--- config.mk ---
export PLATFORM = sky130hd
export DESIGN_NAME = output_stream_buffer
export DESIGN_NICKNAME = d
export VERILOG_FILES = /design/src/rtl/output_stream_buffer.sv
export SDC_FILE = /design/constraint.sdc
export NUM_CORES = 1
export LEC_CHECK = 0
export CAP_MARGIN = 20
export CORE_ASPECT_RATIO = 1.2
export CORE_UTILIZATION = 30
export DETAILED_ROUTE_END_ITERATION = 8
export PLACE_DENSITY_LB_ADDON = 0.1
export SLEW_MARGIN = 20
export SYNTH_ARGS = -nofsm -noshare
export SYNTH_HDL_FRONTEND = slang
export SYNTH_SLANG_ARGS = --single-unit
--- constraint.sdc ---
create_clock -name clk -period 11.9 [get_ports clk]
set_input_delay 2.975 -clock clk [delete_from_list [all_inputs] [get_ports clk]]
set_output_delay 2.975 -clock clk [all_outputs]
set_load 0.02 [all_outputs]
--- src/rtl/output_stream_buffer.sv ---
// rtl/output_stream_buffer.sv - first-word-fall-through FIFO between the MAC controller and the output consumer
module output_stream_buffer #(
   parameter int ACCUMULATION_WIDTH = 32,
   parameter int FIFO_DEPTH         = 8,
   parameter int FEATURE_MAP_WIDTH  = 1024,
   parameter int FEATURE_MAP_HEIGHT = 1024,
   parameter int OUTPUT_NB_CHANNELS = 64
) (
   input  logic                            clk,
   input  logic                            arst_n_in,
   input  logic                            start,
   input  logic                            in_valid,
   input  logic [ACCUMULATION_WIDTH-1:0]   in_data,
   input  logic [31:0]                     in_x,
   input  logic [31:0]                     in_y,
   input  logic [31:0]                     in_ch,
   input  logic                            out_ready,
   output logic                            out_valid,
   output logic [ACCUMULATION_WIDTH-1:0]   out_data,
   output logic [31:0]                     out_x,
   output logic [31:0]                     out_y,
   output logic [31:0]                     out_ch,
   output logic                            almost_full,
   output logic [$clog2(FIFO_DEPTH):0]     occupancy,
   output logic                            overflow,
   output logic                            done
);

   localparam int PW = $clog2(FIFO_DEPTH);
   localparam int EW = ACCUMULATION_WIDTH + 96;
   localparam logic [PW:0] DEPTH_L = (PW+1)'(FIFO_DEPTH);
   localparam logic [31:0] TOTAL = 32'(FEATURE_MAP_WIDTH * FEATURE_MAP_HEIGHT * OUTPUT_NB_CHANNELS);

   logic [EW-1:0] mem [FIFO_DEPTH];
   logic [PW-1:0] wr_ptr;
   logic [PW-1:0] rd_ptr;
   logic [PW-1:0] wr_addr;
   logic [31:0]   delivered;
   logic          full;
   logic          pop_req;
   logic          push;
   logic          pop;

   assign full    = (occupancy == DEPTH_L);
   assign pop_req = out_valid & out_ready;
   // start empties the FIFO first, so a word arriving with it always fits
   assign push    = in_valid & (start | ~full | pop_req);
   assign pop     = pop_req & ~start;
   assign wr_addr = start ? '0 : wr_ptr;

   assign out_valid   = (occupancy != '0);
   assign almost_full = (occupancy >= DEPTH_L - (PW+1)'(2));
   assign {out_data, out_x, out_y, out_ch} = mem[rd_ptr];

   always_ff @(posedge clk) begin
      if (push)
         mem[wr_addr] <= {in_data, in_x, in_y, in_ch};
   end

   always_ff @(posedge clk or negedge arst_n_in) begin
      if (!arst_n_in) begin
         wr_ptr    <= '0;
         rd_ptr    <= '0;
         occupancy <= '0;
         delivered <= '0;
         overflow  <= 1'b0;
         done      <= 1'b0;
      end else if (start) begin
         wr_ptr    <= push ? PW'(1) : '0;
         rd_ptr    <= '0;
         occupancy <= (PW+1)'(push);
         delivered <= '0;
         overflow  <= 1'b0;
         done      <= 1'b0;
      end else begin
         wr_ptr    <= wr_ptr + PW'(push);
         rd_ptr    <= rd_ptr + PW'(pop);
         occupancy <= occupancy + (PW+1)'(push) - (PW+1)'(pop);
         if (in_valid && full && !pop_req)
            overflow <= 1'b1;
         // counter saturates at the map total; done latches on the final pop
         if (pop && delivered != TOTAL)
            delivered <= delivered + 32'd1;
         if (pop && delivered == TOTAL - 32'd1)
            done <= 1'b1;
      end
   end

endmodule

; ---- Word-level counts from Yosys, hierarchy flattened
; Memories as Yosys holds them, arrays and structs flattened.
; Cells that the tools add are included.
[classes]
bitwise = 7
order_cmp = 1
n_eq_ne = 3
shifts = 0
multipliers = 0
n_reduce_logical = 9
addsub = 5
n_div = 0
n_mux = 13
[ops]
columns = cell, count
row1 = $mux 32, 2
row2 = $add 32x1->32 const B, 1
row3 = $eq 32x26->1 const B, 1
row4 = $ne 32x27->1 const B, 1
row5 = $mux 3, 3
row6 = $mux 1, 7
row7 = $add 3x1->3, 2
row8 = $reduce_bool 2->1, 3
row9 = $add 4x1->4, 1
row10 = $eq 4x4->1 const B, 1
row11 = $ge 4x3->1 const B, 1
row12 = $logic_and 1x1->1, 4
row13 = $mux 4, 1
row14 = $reduce_bool 4->1, 1
row15 = $sub 4x1->4, 1
row16 = $and 1x1->1, 3
row17 = $not 1->1, 2
row18 = $or 1x1->1, 2
row19 = $logic_not 1->1, 1
[totals]
ff_bits = 44
elab_cells = 45
ramBits = 1024
latchBits = 0
in_bits = 133
romBits = 0
mem_count = 1
[memory_table]
columns = memory, words, width, rd, rd_ports_with_merged_regs, write_ports, line_no
row1 = mem, 8, 128, 1, 0, 1, 34  ; logic [EW-1:0] mem [FIFO_DEPTH];

; ---- Longest topological paths before layout
[depth]
ltp_word = 8
depth_mapped = 12
mapped_depth_nobuf = 12

; ---- Least setup slack after synthesis
; Ideal clock, no wire load.
[synth_path]
path_kind = input port to flip-flop
startpoint = input port start
endpoint = memory mem[2][0] (netlist bit) (enable)
path_buffers = 1
required_time_ps = 11128
setup_slack_ps = -892
stages = 3
arrival_time_ps = 12020
setup_ps = 772
path_cell_list = buf_2 nand4b_1 nor3_1
[synth_between]
elab_chain_len = 5
elab_cells_between_ends = 6
classes_between = mux (3) / bitwise (3)
[synth_rtl]
columns = item, line_no
row1 = from (decl), 11  ; input logic start,
row2 = $or 1x1->1 (2 in a row), 47  ; assign push = in_valid & (start | ~full | pop_req);
row3 = $and 1x1->1, 47
row4 = $mux 1, 56  ; if (push)
row5 = $mux 1 (not written as such), 57  ; mem[wr_addr] <= {in_data, in_x, in_y, in_ch};
row6 = to (decl), 34
; Parallel ways exist; a longest one is shown, timed or not.

; ---- Final worst setup path
[layout_path]
startpoint = register rd_ptr[0]
endpoint = output port out_y[6]
[layout_between]
elab_chain_len = 1
[layout_rtl]
columns = item, line_no
row1 = from (decl), 36  ; logic [PW-1:0] rd_ptr;
row2 = from (signal assigned), 77  ; rd_ptr <= rd_ptr + PW'(pop);
row3 = $mem_v2 8x128, n/a
row4 = to (decl), 21  ; output logic [31:0] out_y,
; Every way passes these cells.

==> flow_summary_export.csv <==
group,metric,value,unit
layout,multi_input_area,8676,um^2
clock_network,cts_num_sinks,1068,
detailed_routing,detail-route-antenna-nets,0,
clock_network,clk_pin_slew,60,ps
pwr,cellPowerDensity,177.2,nW/um^2
synth,synth_seq_cells,1068,
timing,tightest_slew,1094,ps
clock_network,cts_tree,"yes",
critical_path,slowest_delay,810,ps
placed_design,dp_slack,4953,ps
placed_design,globalplace.congestion,0.7000,
detailed_routing,vias,18570,
die,core,135400,um^2
die,fp.dieW,338.9,um
detailed_routing,drt_iter0_markers,969,
critical_path,crit_start,"rd_ptr[0]",
global_route,antenna_found_initial,20,
clock_network,cts_resized,0,
clock_network,cts-htree-levels,3,
synth,netlist_instances,1750,
die,io_pins,269,
die,die_area,137700,um^2
global_route,gr-total-overflow,0,
detailed_routing,wl,97180,um
critical_path,worstPathArrival,4540,ps
critical_path,worst_setup_path_start_kind,"flop",
clock_network,cts_made_buffers,113,
synth,synth.area.top_cells,"edfxtp_1, mux4_2, mux2_2, dfrtp_1, ha_1",
critical_path,worstSetupPathType,"flop to primary output",
die,fp-row-count,148,
timing,layout_min_cycle_time,7520,ps
run_status,outcome,"finished with violations",
timing,slew_headroom,27.09,%
synth,syn_nets,1897,
placed_design,post-dp-hpwl,49500,um
synth,seq_area_frac_synth,77.94,%
clock_network,clockBufferDepth,3,
critical_path,slowest_stage,"dfrtp_4",
global_route,grt_max_degree,119,
timing,setup_violations,0,
timing,maxSlewViolCount,0,
layout,drive_gt1_share,26.62,%
critical_path,cp_data_required_time,8930,ps
critical_path,worstSetupEndpointType,"primary output",
detailed_routing,vias_per_cell,4.674,
synth,synth_area_leader_cell,"edfxtp_1",
die,start_util,30.19,%
clock_network,postCtsHoldBufs,0,
synth,synthArstFlopShare,4.120,%
hold_path,hold_path_class,"flop to flop",
pwr,leakagePower,15.16,nW
timing,skew,20.83,ps
layout,register_area,31860,um^2
timing,fmax,133.0,MHz
layout,final_nets,2224,
layout,syn2layout_area_growth,20.86,%
clock_network,cts_root_buffer,"clkbuf_16",
synth,synth_edf_count,1024,
run_status,violations,"design-rule violations",
global_route,gr-usage-all-layers,14.16,%
timing,min_period_over_period,63.19,%
synth,syn_area_per_cell,23.35,um^2
timing,setup_slack,4380,ps
synth,synthDistinctLibCells,47,
synth,yosysMostFrequentCell,"edfxtp_1",
synth,netlist_area,40870,um^2
global_route,grt_pass1_vias,20670,
clock_network,clkLatencyLatePin,710,ps
detailed_routing,drc_errors,2,
synth,yosys_warnings,0,
synth,ys_top_cells_by_count,"edfxtp_1, mux4_2, mux2_2",
clock_network,cts_setup_buffers,0,
placed_design,portBuffers,268,
global_route,grt_first_pass_wirelength,141800,um
synth,synth_ff_type,"edfxtp_1",
critical_path,rr_startpoint,"occupancy[2]",
detailed_routing,dr.pass1.iters,7,
critical_path,crit_path_max_fanout,101,
timing,setup_tns,0,ps
hold_path,worstHoldStart,"done",
job,cap_violations,0,
layout,n_fill_cell,12380,
die,fp.dieH,406.3,um
critical_path,path_cells,"buf_12 > buf_4 > mux4_2 > mux2_2 > clkdlybuf4s50_1",
synth,synth_top_area_share,75.24,%
detailed_routing,routedWlPerCell,24.47,um
timing,rsz0062_at_grt,"false",
pwr,vdd_drop_max,0.1089,mV
timing,hold_viol,0,
-- per-layer routing --
metal	global-route usage [%]	share of wire (%)
met1	17.88	43
met5	0	0.16
met3	3.004	4.6
met4	4.009	1.8
met2	24.44	51
-- power by group --
part,internal (mW),switching (mW),leakage [nW]
clock,1.90,1.45,1.70
sequential,4.24,0.0444,9.90
combinational,0.547,0.558,3.57
total,6.70,2.06,15.2
-- metrics by stage --
stage               util [%]  instances  total power, mW  area (um^2)  hold WS (ps)
floorplan                  -       1750            5.032        40870         465.2
global placement       33.84       3759            5.498        45810         519.0
detailed placement     33.87       3761            5.512        45850         531.1
CTS                    36.46       3970            8.931        49360         539.4
global route           36.49       3971            9.107        49390         542.7
finish                 36.49       3972            8.752        49390         531.1
-- kinds of logic after synthesis --
group                    after synthesis  share of synthesized area (%)
XOR/XNOR                              20                         0.4286
buffers and inverters                 95                         0.9889
adder cells (fa/ha/maj)               14                         0.4470
flip-flops                          1068                          77.94
AND/OR/NAND/NOR                      137                          2.002
AO/OA/AOI/OAI                         25                         0.3460
multiplexers                         391                          17.85
-- cell type report --
class	count	share of cell area, %
flip-flops and latches	1068	64.51
multi-input cells	587	17.57
repair buffers	292	6.151
clock buffers	145	5.989
well taps	1800	4.560
clock inverters	64	1.107
inverters	15	0.1140
diodes	1	0.005066
-- worst max-delay path: cells and delay by family (launching register included) --
kind | cells | cell delay, ps
buffers and inverters | 3 | 1910
muxes | 2 | 880
DFF | 1 | 810
-- registers in the layout, summed over array words and instances (netlist names) --
register   cells
mem         1024
delivered     32
occupancy      4
done           1
overflow       1
rd_ptr         3
wr_ptr         3
-- path summary, 6_finish.rpt --
check | endpoint | slack (ps) | cells past startpoint
setup / recovery | out_y[6] | 4380 | 5
hold / removal | done | 530 | 2
setup reg to reg | mem[4][76] | 8140 | 9
hold reg to reg | done | 530 | 2
max in group asynchronous | rd_ptr[2] | 9180 | 1
min in group asynchronous | occupancy[3] | 2250 | 1
-- cells in the final DEF (no fill, tap or decap), types with 12 or more instances in the layout --
| master | Yosys | routed |
|---|---|---|
| edfxtp_1 | 1024 | 1024 |
| clkdlybuf4s50_1 | 0 | 267 |
| mux4_2 | 256 | 256 |
| mux2_2 | 128 | 128 |
| clkbuf_16 | 0 | 113 |
| dfrtp_1 | 44 | 41 |
| nor2_1 | 40 | 33 |
| clkinv_1 | 0 | 33 |
| clkbuf_1 | 41 | 31 |
| inv_1 | 15 | 15 |
| nand2_1 | 15 | 15 |
| clkinv_2 | 0 | 14 |
| nand3_1 | 13 | 13 |
| xor2_1 | 13 | 13 |
| ha_1 | 13 | 13 |
| buf_4 | 2 | 12 |
Power figures use the tool's default switching activity.
